--- src/rtl/q_ctrl_pkg.sv ---
// Shared definitions for the Q-learning episode controller: FSM encoding and default terminal state.
package q_ctrl_pkg;

  typedef enum logic [1:0] {
    ST_IDLE = 2'd0,
    ST_RUN  = 2'd1,
    ST_END  = 2'd2,
    ST_DONE = 2'd3
  } ctrl_state_t;

  localparam int GOAL_STATE_DEF = 25;

endpackage

--- src/rtl/q_episode_ctrl_if.sv ---
// Host start / datapath step handshake bundle for q_episode_ctrl.
// master = host and datapath side, slave = controller side.
interface q_episode_ctrl_if #(
  parameter int STATE_W = 5,
  parameter int STEP_W  = 4,
  parameter int ITER_W  = 12,
  parameter int EPS_W   = 8
) ();
  logic               start;
  logic [ITER_W-1:0]  total_iteration_in;
  logic               step_valid;
  logic               step_ready;
  logic [STATE_W-1:0] next_state;
  logic               terminal_in;
  logic               busy;
  logic               episode_end;
  logic               done;
  logic [STEP_W-1:0]  step;
  logic [ITER_W-1:0]  iteration;
  logic [ITER_W-1:0]  total_iteration;
  logic [EPS_W-1:0]   epsilon;

  modport master (
    output start, total_iteration_in, step_valid, next_state, terminal_in,
    input  step_ready, busy, episode_end, done, step, iteration, total_iteration, epsilon
  );

  modport slave (
    input  start, total_iteration_in, step_valid, next_state, terminal_in,
    output step_ready, busy, episode_end, done, step, iteration, total_iteration, epsilon
  );
endinterface

--- src/rtl/q_eps_decay.sv ---
// Combinational epsilon decay: eps - (eps >> EPS_SHIFT), clamped from below at EPS_MIN.
// Zero latency, no handshake.
module q_eps_decay #(
  parameter int EPS_W     = 8,
  parameter int EPS_MIN   = 16,
  parameter int EPS_SHIFT = 3
) (
  input  logic [EPS_W-1:0] eps,
  output logic [EPS_W-1:0] eps_next
);
  logic [EPS_W-1:0] dec;

  // Subtracting a right-shifted copy of itself can never underflow.
  assign dec      = eps - (eps >> EPS_SHIFT);
  assign eps_next = (dec < EPS_W'(EPS_MIN)) ? EPS_W'(EPS_MIN) : dec;
endmodule

--- src/rtl/q_episode_ctrl.sv ---
// Episode/step sequencer: counts steps, ends episodes, counts episodes, decays epsilon.
// Outputs decoded from state or registered; steps stall while step_ready is low (outside RUN).
module q_episode_ctrl
  import q_ctrl_pkg::*;
#(
  parameter int STATE_W    = 5,
  parameter int GOAL_STATE = GOAL_STATE_DEF,
  parameter int MAX_STEPS  = 16,
  parameter int STEP_W     = 4,
  parameter int ITER_W     = 12,
  parameter int EPS_W      = 8,
  parameter int EPS_INIT   = 255,
  parameter int EPS_MIN    = 16,
  parameter int EPS_SHIFT  = 3
) (
  input  logic            clk,
  input  logic            rst,
  q_episode_ctrl_if.slave bus
);
  ctrl_state_t       state_q, state_d;
  logic [STEP_W-1:0] step_q;
  logic [ITER_W-1:0] iteration_q;
  logic [ITER_W-1:0] total_q;
  logic [EPS_W-1:0]  eps_q;
  logic [EPS_W-1:0]  eps_dec;

  logic accept;
  logic is_terminal;
  logic step_last;
  logic end_step;
  logic last_episode;

  assign accept       = bus.step_valid && (state_q == ST_RUN);
  assign is_terminal  = (bus.next_state == STATE_W'(GOAL_STATE)) || bus.terminal_in;
  assign step_last    = (step_q == STEP_W'(MAX_STEPS - 1));
  assign end_step     = accept && (is_terminal || step_last);
  assign last_episode = ((iteration_q + ITER_W'(1)) == total_q);

  q_eps_decay #(
    .EPS_W    (EPS_W),
    .EPS_MIN  (EPS_MIN),
    .EPS_SHIFT(EPS_SHIFT)
  ) u_eps_decay (
    .eps     (eps_q),
    .eps_next(eps_dec)
  );

  always_ff @(posedge clk) begin
    if (rst) state_q <= ST_IDLE;
    else     state_q <= state_d;
  end

  always_comb begin
    state_d = state_q;
    case (state_q)
      ST_IDLE, ST_DONE: begin
        if (bus.start)
          state_d = (bus.total_iteration_in == '0) ? ST_DONE : ST_RUN;
      end
      ST_RUN:  if (end_step) state_d = ST_END;
      ST_END:  state_d = last_episode ? ST_DONE : ST_RUN;
      default: state_d = ST_IDLE;
    endcase
  end

  always_ff @(posedge clk) begin
    if (rst) begin
      step_q      <= '0;
      iteration_q <= '0;
      total_q     <= '0;
      eps_q       <= EPS_W'(EPS_INIT);
    end else begin
      case (state_q)
        ST_IDLE, ST_DONE: begin
          if (bus.start) begin
            total_q     <= bus.total_iteration_in;
            step_q      <= '0;
            iteration_q <= '0;
            eps_q       <= EPS_W'(EPS_INIT);
          end
        end
        // The ending step leaves step unchanged; it is cleared in END.
        ST_RUN: if (accept && !end_step) step_q <= step_q + STEP_W'(1);
        ST_END: begin
          step_q      <= '0;
          iteration_q <= iteration_q + ITER_W'(1);
          eps_q       <= eps_dec;
        end
        default: ;
      endcase
    end
  end

  assign bus.step_ready      = (state_q == ST_RUN);
  assign bus.busy            = (state_q == ST_RUN) || (state_q == ST_END);
  assign bus.episode_end     = (state_q == ST_END);
  assign bus.done            = (state_q == ST_DONE);
  assign bus.step            = step_q;
  assign bus.iteration       = iteration_q;
  assign bus.total_iteration = total_q;
  assign bus.epsilon         = eps_q;
endmodule

--- src/flat_wrapper.sv ---
// flat-port wrapper written by rule: the top's interface ports become plain ports
module q_episode_ctrl_flat import q_ctrl_pkg::*;
#(
  parameter int STATE_W    = 5,
  parameter int GOAL_STATE = GOAL_STATE_DEF,
  parameter int MAX_STEPS  = 16,
  parameter int STEP_W     = 4,
  parameter int ITER_W     = 12,
  parameter int EPS_W      = 8,
  parameter int EPS_INIT   = 255,
  parameter int EPS_MIN    = 16,
  parameter int EPS_SHIFT  = 3
)
  (clk, rst, bus_start, bus_total_iteration_in, bus_step_valid, bus_next_state, bus_terminal_in, bus_step_ready, bus_busy, bus_episode_end, bus_done, bus_step, bus_iteration, bus_total_iteration, bus_epsilon);
  q_episode_ctrl_if #(.STATE_W(STATE_W), .STEP_W(STEP_W), .ITER_W(ITER_W), .EPS_W(EPS_W)) bus_i ();
  input  logic clk;
  input  logic rst;
  input wire logic [$bits(bus_i.start)-1:0] bus_start;
  input wire logic [$bits(bus_i.total_iteration_in)-1:0] bus_total_iteration_in;
  input wire logic [$bits(bus_i.step_valid)-1:0] bus_step_valid;
  input wire logic [$bits(bus_i.next_state)-1:0] bus_next_state;
  input wire logic [$bits(bus_i.terminal_in)-1:0] bus_terminal_in;
  output wire logic [$bits(bus_i.step_ready)-1:0] bus_step_ready;
  output wire logic [$bits(bus_i.busy)-1:0] bus_busy;
  output wire logic [$bits(bus_i.episode_end)-1:0] bus_episode_end;
  output wire logic [$bits(bus_i.done)-1:0] bus_done;
  output wire logic [$bits(bus_i.step)-1:0] bus_step;
  output wire logic [$bits(bus_i.iteration)-1:0] bus_iteration;
  output wire logic [$bits(bus_i.total_iteration)-1:0] bus_total_iteration;
  output wire logic [$bits(bus_i.epsilon)-1:0] bus_epsilon;
  assign bus_i.start = bus_start;
  assign bus_i.total_iteration_in = bus_total_iteration_in;
  assign bus_i.step_valid = bus_step_valid;
  assign bus_i.next_state = bus_next_state;
  assign bus_i.terminal_in = bus_terminal_in;
  assign bus_step_ready = bus_i.step_ready;
  assign bus_busy = bus_i.busy;
  assign bus_episode_end = bus_i.episode_end;
  assign bus_done = bus_i.done;
  assign bus_step = bus_i.step;
  assign bus_iteration = bus_i.iteration;
  assign bus_total_iteration = bus_i.total_iteration;
  assign bus_epsilon = bus_i.epsilon;
  q_episode_ctrl #(.STATE_W(STATE_W), .GOAL_STATE(GOAL_STATE), .MAX_STEPS(MAX_STEPS), .STEP_W(STEP_W), .ITER_W(ITER_W), .EPS_W(EPS_W), .EPS_INIT(EPS_INIT), .EPS_MIN(EPS_MIN), .EPS_SHIFT(EPS_SHIFT)) u_core (.clk(clk), .rst(rst), .bus(bus_i));
endmodule
--- config.mk ---
export PLATFORM = sky130hd
export DESIGN_NAME = q_episode_ctrl_flat
export DESIGN_NICKNAME = d
export VERILOG_FILES = /design/src/rtl/q_ctrl_pkg.sv /design/src/rtl/q_episode_ctrl_if.sv /design/src/rtl/q_eps_decay.sv /design/src/rtl/q_episode_ctrl.sv /design/src/flat_wrapper.sv
export SDC_FILE = /design/constraint.sdc
export NUM_CORES = 1
export LEC_CHECK = 0
export CAP_MARGIN = 5
export CORE_ASPECT_RATIO = 0.9
export CORE_MARGIN = 8
export CORE_UTILIZATION = 25
export DETAILED_ROUTE_END_ITERATION = 10
export GPL_TIMING_DRIVEN = 0
export MAX_ROUTING_LAYER = met4
export SYNTH_ARGS = -nofsm -noshare
export SYNTH_HDL_FRONTEND = slang
export SYNTH_SLANG_ARGS = --single-unit
--- constraint.sdc ---
create_clock -name clk -period 3.02 [get_ports clk]
set_input_delay 0.604 -clock clk [delete_from_list [all_inputs] [get_ports clk]]
set_output_delay 0.604 -clock clk [all_outputs]
set_load 0.02 [all_outputs]
### Word level (Yosys, flattened, before mapping)

Index checks and enable logic that the tools add are counted.

* flip-flop bits (word level): 38
* input port bits: 22

* $lt $le $gt $ge: 1
* muxes and demuxes: 13
* add/sub/neg operators: 3
* reductions and logical operators: 15
* eq/ne operators: 9

Operator list (number)
* 12-bit one-hot mux with 2 select lines: 1
* 8-bit two-way mux: 2
* 8-bit one-hot mux with 2 select lines: 1
* 12-bit by 1-bit adder with 12-bit output (second input constant): 1
* 12-bit == test: 1
* 12-bit zero test: 1
* 12-bit two-way mux: 1
* 4-bit one-hot mux with 3 select lines: 1
* 8-bit by 5-bit < comparator with 1-bit output (second input constant): 1
* 2-bit two-way mux: 4
* 4-bit two-way mux: 2
* 2-bit AND reduction: 4
* 8-bit by 5-bit subtractor with 8-bit output: 1
* 2-bit one-hot mux with 3 select lines: 1
* 5-bit == test (second input constant): 1
* 4-bit by 1-bit adder with 4-bit output (second input constant): 1
* 2-bit == test (second input constant): 2
* 4-bit == test (second input constant): 1
* 2-bit by 1-bit inequality test with 1-bit output (second input constant): 2
* 1-bit logical AND: 3
* 1-bit logical OR: 3
* 2-bit by 1-bit == test with 1-bit output (second input constant): 1
* 2-bit zero test: 1
* 2-bit inequality test (second input constant): 1
* other kinds (3): 3

### Logic depth before layout (Yosys ltp)

Gate-level depths: netlist of the first run.

* depth in word-level cells: 8
* mapped depth: 10
* gate-level depth less buffers: 10

### By module

From an unflattened synthesis of the first run, not the netlist that was laid out.

* cells, all modules: 305
* area total of the unflattened synthesis: 2376.0 um^2

Modules (own cells, without submodules)
* q_episode_ctrl: cells each 262, times used 1, sequential area each 760.7 um^2, area an instance 2031.9 um^2
* q_eps_decay: cells each 43, times used 1, sequential area each 0.0 um^2, area an instance 344.1 um^2

### Worst setup path after synthesis of the first run

Ideal clock, no wire load.

* path type: reg-to-reg
* from: reg u_core.eps_q[3] (netlist: u_core.bus.epsilon[3])
* to: reg u_core.eps_q[2] (netlist: u_core.bus.epsilon[2])
* data arrival time: 2337 ps
* cell stages (with the launch flop): 10
* data required time: 2898 ps
* clock period less this slack: 2459 ps
* setup slack: 561 ps
* setup time: 122 ps
* path buffers: 0
* cell sequence: dfxtp_1 ha_1 inv_1 fa_1 a21o_1 a21o_1 a211oi_1 a31oi_1 or3_1 a221o_1

* word-level cells in the longest chain between the ends: 4

RTL lines
* start: declaration: line q_episode_ctrl.sv:24 `logic [EPS_W-1:0] eps_q;`
* start signal: assignment: line q_episode_ctrl.sv:71 `eps_q <= EPS_W'(EPS_INIT);`
* start signal: assignment: line q_episode_ctrl.sv:79 `eps_q <= EPS_W'(EPS_INIT);`
* start signal: assignment: line q_episode_ctrl.sv:87 `eps_q <= eps_dec;`
* 8-bit by 5-bit subtractor with 8-bit output *: line q_eps_decay.sv:14 `assign dec = eps - (eps >> EPS_SHIFT);`
* 8-bit by 5-bit < comparator with 1-bit output: line q_eps_decay.sv:15 `assign eps_next = (dec < EPS_W'(EPS_MIN)) ? EPS_W'(EPS_MIN) : dec;`
* 8-bit two-way mux *: line q_eps_decay.sv:15
* 8-bit one-hot mux with 2 select lines *: line q_episode_ctrl.sv:73 `case (state_q)`

Mark *: on every way between the ends. The rest lies on a longest branch, timed or not.
A chain may end at the register's enable or synchronous reset.

### Final worst setup path of the first run

* from: reg u_core.eps_q[3] (netlist: u_core.bus.epsilon[3])
* to: reg u_core.eps_q[3] (netlist: u_core.bus.epsilon[3])

The elaborated chain is that of the path after synthesis.

==> impl_metrics.ini, run 1 <==
[run_status]
status = complete, no violations

[sta]
fin_setup_tns_ps = 0
rsz0062_at_grt = false
setup_viol = 0
fin_crit_sh_pct = 84.48
max_freq_ghz = 0.3920
fin_hold_ws_ps = 497.6
final_hold_viol_count = 0
worstMarginPinSlew_ps = 598.3
setup_ws_ps = 468.7
finalCriticalPeriod_ps = 2551
fin_worst_skew_ps = 8.703
drv_slew = 0
slew_headroom_pct = 60.11

[setup_path]
r2r-start = u_core.bus.epsilon[3]$_SDFFE_PP1P_
worstSetupPathType = register to register
crit_start = u_core.bus.epsilon[3]$_SDFFE_PP1P_
cp_data_required_time_ps = 3210
cpPeakStageDelay_ps = 430
crit_fanout = 5
timing.rr.end = u_core.bus.epsilon[3]$_SDFFE_PP1P_
ff2ff_setup_slack_ps = 470
start_kind = register
worst_setup_path_end_kind = register
crit_chain = ha_1 -> inv_1 -> fa_1 -> a21o_1 -> a21o_1 -> a211oi_1 -> a31oi_1 -> or3_1 -> a221o_1
crit_arrival_ps = 2740
path_common_cell = a21o_1
crit_slowest_cell = dfxtp_1
rr_worst_depth = 9

[route]
dr_total_vias = 2351
first_pass_iters = 4
routed_wl_mm = 7.421
wl_per_cell_um = 14.84
ant_nets = 0
drc = 0
drt-initial-drc-count = 86
viasPerCell = 4.702

[clock_network]
cts_setup_buffers = 0
cts_tree = done
cts-resized-gates = 0
htreeDepth = 2
cts_made_buffers = 5
clockBufferDepth = 2
cts_hold_buffers = 0
clock_latency_ps = 290
cts.sinks = 38
cts-root-buf = clkbuf_8
clkTransAtPathRegs_ps = 80

[power]
power_frac_clock_pct = 17.5
seq_power_share_pct = 31.3
switching_power_w = 0.0009053
p_total_w = 0.002143
power.density_nw_per_um2 = 659.4
p_leak_nw = 1.202
p_sw_share_pct = 42.25
irDropWorstVdd_v = 0.0002427
intPower_w = 0.001237
combinationalPowerShare_pct = 51.2

[synthesis]
ys_async_sr_fraction_pct = 0
synth.avg_cell_area_um2 = 7.835
synth_area_leaders = dfxtp_1 (32%), nand2_1 (7.1%), ha_1 (6.8%)
syn_nets = 341
synthCells = 305
syn_area_um2 = 2390
synth_top_cell_by_area = dfxtp_1
synth_edf_count = 0
yosysSeqAreaShare_pct = 31.83
ys.flop_type = dfxtp_1
ys_seq_elements = 38
synth_cell_types = 54
synth_top_area_share_pct = 31.83
yosys_warnings = 0

[min_path]
min-delay-start = u_core.bus.total_iteration[8]$_SDFFE_PP0P_
hold_depth = 2
hold_end = u_core.bus.total_iteration[8]$_SDFFE_PP0P_
min_path_type = register to register

[placed_design]
dp_hpwl_mm = 5.818
pre_cts_ws_ps = 463.1
routabilityCongestion = 0.8407
io_buffers = 61

[floorplanning]
core_um2 = 9487
die_h_um = 108.8
initial_core_util_pct = 25.19
die_w_um = 119.1
rows = 34
io-pin-count = 62
dieArea_um2 = 12950

[global_route]
grt_pass1_vias = 2378
overflow = 0
grt_pass1_wl_mm = 12.05
antenna_found_initial = 0
grt_usage_pct = 11.92
grt_start_max_net_pins = 12

[cells_and_area]
diodes = 0
final_core_util_pct = 34.25
drive_gt1_share_pct = 5.348
nets = 409
final_cell_mix = clkdlybuf4s50_1 (61), nand2_1 (45), dfxtp_1 (38)
mostFrequentLayoutCell = clkdlybuf4s50_1
syn_to_final_growth_pct = 35.97

[job]
drv_cap = 0
## flip-flops by register name (all words and copies together), names as in the netlist
name and count:
u_core.bus.total_iteration 12, u_core.bus.iteration 12, u_core.bus.epsilon 8, u_core.bus.step 4, u_core.state_q 2
## worst max path at each step
stage          slack (ps)  cells after the start                            endpoint
2_1_floorplan         560                      9  u_core.bus.epsilon[2]$_SDFFE_PP1P_
3_3_place_gp          480                      6  u_core.bus.epsilon[4]$_SDFFE_PP1P_
3_5_place_dp          460                      9  u_core.bus.epsilon[3]$_SDFFE_PP1P_
4_1_cts               450                      9  u_core.bus.epsilon[3]$_SDFFE_PP1P_
5_1_grt               300                      9  u_core.bus.epsilon[3]$_SDFFE_PP1P_
6_report              470                      9  u_core.bus.epsilon[3]$_SDFFE_PP1P_
## critical path: cells and delay by family (launching register included)
family	cells	cell delay [ps]
compound gates	5	990
fa+ha+maj	2	580
buf+inv	1	50
flops	1	430
simple gates	1	390
## kinds of logic (layout without fill, tap and decap cells)
group | count (synthesis) | after routing | share of synthesized area (%)
buffers and inverters | 27 | 96 | 4.555
AND/OR/NAND/NOR | 131 | 131 | 26.39
adder cells (fa/ha/maj) | 14 | 14 | 7.644
XOR/XNOR | 22 | 22 | 8.063
flip-flops | 38 | 38 | 31.83
AO/OA/AOI/OAI | 69 | 69 | 19.84
multiplexers | 4 | 4 | 1.675
## per-stage QoR
step | std cells | cell area [um2]
after floorplan | 305 | 2390
after global placement | 492 | 3158
after detailed placement | 492 | 3158
after CTS | 500 | 3249
after global routing | 500 | 3249
final | 500 | 3249
## power groups by stage
stage,clock [W],combinational (W),sequential [W]
6_report,0.000374,0.00110,0.000671
5_1_grt,0.000408,0.00121,0.000686
4_1_cts,0.000385,0.00111,0.000671
3_5_place_dp,0,0.00110,0.000682
3_3_place_gp,0,0.00109,0.000678
2_1_floorplan,0,0.000653,0.000735
## Yosys cell counts (2+ instances only)
cell and instances:
o21a_1 3, xnor2_1 14, nor2b_1 4, mux2i_1 4
a221o_1 2, nor4_1 3, ha_1 13, nor2_1 32
a2bb2oi_1 2, or2_1 2, a211oi_1 2, inv_1 12
o21ai_0 5, nand2_1 45, o211ai_1 2, a21oi_1 24
nor3_1 11, nand4_1 4, nand3_1 9, xor2_1 8
nand4b_1 2, clkbuf_1 10, nand2b_1 5, a31oi_1 6
a21o_1 5, a22oi_1 6, buf_2 3, dfxtp_1 38
or3_1 4
## cell type report
class / instances / area [um2]
fill: 1019 / 6237
multi-input combinational: 240 / 1520
sequential: 38 / 760.7
timing repair buffer: 61 / 610.6
tap: 126 / 157.7
clock buffer: 7 / 86.33
buffer: 15 / 63.81
inverter: 12 / 45.04
clock inverter: 1 / 5.005
## layer usage
layer / share of wire, % / up-vias / global-route usage (%) / wire [um]
li1: - / 1210 / - / -
met1: 48 / 1087 / 14.39 / 3534
met2: 47 / 49 / 20.08 / 3519
met3: 4.3 / 5 / 2.640 / 317
met4: 0.67 / 0 / 2.435 / 50
met5: 0 / - / - / 0
No activity file was read; power rests on OpenSTA's default activity.
==> run 2: changes to the inputs <==
==> constraint.sdc (replaced) <==
create_clock -name clk -period 2.55 [get_ports clk]
set_input_delay 0.51 -clock clk [delete_from_list [all_inputs] [get_ports clk]]
set_output_delay 0.51 -clock clk [all_outputs]
set_load 0.02 [all_outputs]
==> run 2 against run 1 <==
  * Global-route usage unchanged
  * Sequential share of layout area about the same
  * Register-to-register slack lost 350 ps
  * Design area up 0.27%
  * Final cell count shrank 0.20%
  * Non-clock buffer count down 1
  * Die area is the same
  * Core utilization is 0.092 points higher
  * Worst setup slack got worse by 360 ps
  * Clock power grew 19%
  * Critical path depth down 5
  * Critical path type is now register to primary output
  * Combinational power grew 19%
==> impl_metrics.ini, run 2 (synthesized netlist as in run 1, its figures left out) <==
[global_route]
overflow = 0
grt_pass1_vias = 2378
antenna_found_initial = 0
grt_usage_pct = 11.92
grt_pass1_wl_mm = 12.05
grt_start_max_net_pins = 12

[clock_network]
cts_tree = done
cts.sinks = 38
cts_setup_buffers = 0
htreeDepth = 2
cts_hold_buffers = 0
cts_made_buffers = 5
cts-root-buf = clkbuf_8
clockBufferDepth = 2
clock_latency_ps = 290
clkTransAtPathRegs_ps = 80

[sta]
max_freq_ghz = 0.4097
drv_slew = 0
worstMarginPinSlew_ps = 592.2
setup_ws_ps = 108.9
rsz0062_at_grt = false
slew_headroom_pct = 60.52
final_hold_viol_count = 0
fin_crit_sh_pct = 95.73
finalCriticalPeriod_ps = 2441
setup_viol = 0
fin_setup_tns_ps = 0
fin_hold_ws_ps = 497.5
fin_worst_skew_ps = 9.083

[route]
drc = 0
wl_per_cell_um = 14.93
ant_nets = 0
drt-initial-drc-count = 104
first_pass_iters = 4
routed_wl_mm = 7.451
viasPerCell = 4.693
dr_total_vias = 2342

[setup_path]
path_common_cell = inv_1
cp_data_required_time_ps = 2040
crit_slowest_cell = clkdlybuf4s50_1
start_kind = register
crit_arrival_ps = 1930
crit_fanout = 6
cpPeakStageDelay_ps = 630
worst_setup_path_end_kind = primary output
crit_chain = inv_1 -> ha_1 -> inv_1 -> clkdlybuf4s50_1
worstSetupPathType = register to primary output

[floorplanning]
die_h_um = 108.8
initial_core_util_pct = 25.19
rows = 34
core_um2 = 9487
io-pin-count = 62
dieArea_um2 = 12950
die_w_um = 119.1

[cells_and_area]
diodes = 0
final_cell_mix = clkdlybuf4s50_1 (61), nand2_1 (45), dfxtp_1 (37)
fin_area_um2 = 3258
nets = 408
syn_to_final_growth_pct = 36.33
drive_gt1_share_pct = 6.434
mostFrequentLayoutCell = clkdlybuf4s50_1
fillCellCount = 1015

[min_path]
min_path_type = register to register

[placed_design]
io_buffers = 61
dp_hpwl_mm = 5.818
place_area_um2 = 3158
routabilityCongestion = 0.8407
pre_cts_ws_ps = -6.864

[power]
power.density_nw_per_um2 = 784.0
p_leak_nw = 1.205
irDropWorstVdd_v = 0.0002975

[run_status]
status = complete, no violations

[job]
drv_cap = 0
run 2: cell types whose count changed in the layout (fill, tap and decap cells not counted), sizes merged:
| cell | delta |
|---|---|
| clkbuf | -1 |
run 2: repair_timing:
item                                    in CTS  in global routing
pin swaps                                    0                  0
endpoints found under the setup margin       2                  4
resized for setup                            1                  4
run 2: final timing paths:
path	startpoint	to	depth (start not counted)	slack [ps]
min	u_core.bus.total_iteration[8]$_SDFFE_PP0P_	u_core.bus.total_iteration[8]$_SDFFE_PP0P_	2	500
max reg2reg	u_core.bus.epsilon[0]$_SDFFE_PP1P_	u_core.bus.epsilon[3]$_SDFFE_PP1P_	10	120
max	u_core.state_q[0]$_SDFFE_PP0P_	bus_busy	4	110
min reg2reg	u_core.bus.total_iteration[8]$_SDFFE_PP0P_	u_core.bus.total_iteration[8]$_SDFFE_PP0P_	2	500
run 2: metrics by stage:
step / util [%] / std cells / power (W)
floorplan: - / 305 / 0.001644
global placement: 33.29 / 492 / 0.002094
detailed placement: 33.29 / 492 / 0.002110
CTS: 34.27 / 500 / 0.002562
global route: 34.34 / 499 / 0.002739
finish: 34.34 / 499 / 0.002554
run 2: layout make-up:
type / instances / area [um2] / share of cell area (%)
multi-input combinational: 240 / 1530 / 46.97
sequential: 38 / 762.0 / 23.39
timing repair buffer: 61 / 610.6 / 18.74
tap: 126 / 157.7 / 4.839
clock buffer: 7 / 86.33 / 2.650
buffer: 14 / 61.31 / 1.882
inverter: 12 / 45.04 / 1.382
clock inverter: 1 / 5.005 / 0.1536
run 2: metal layers:
| metal | track usage (%) | share of wire (%) | vias up |
|---|---|---|---|
| met4 | 2.435 | 0.67 | 0 |
| met1 | 14.39 | 48 | 1083 |
| li1 | - | - | 1209 |
| met2 | 20.08 | 47 | 45 |
| met3 | 2.640 | 3.9 | 5 |
| met5 | - | 0 | - |
run 2: power by group:
| group | switching [W] | internal (W) |
|---|---|---|
| logic | 0.000744 | 0.000568 |
| registers | 0.000115 | 0.000682 |
| clock network | 0.000226 | 0.000219 |
run 2: worst max-delay path: cells and delay by family, from the launching register on:
family | cells | cell delay, ps
buffers and inverters | 3 | 860
DFF | 1 | 420
adders and majority gates | 1 | 370
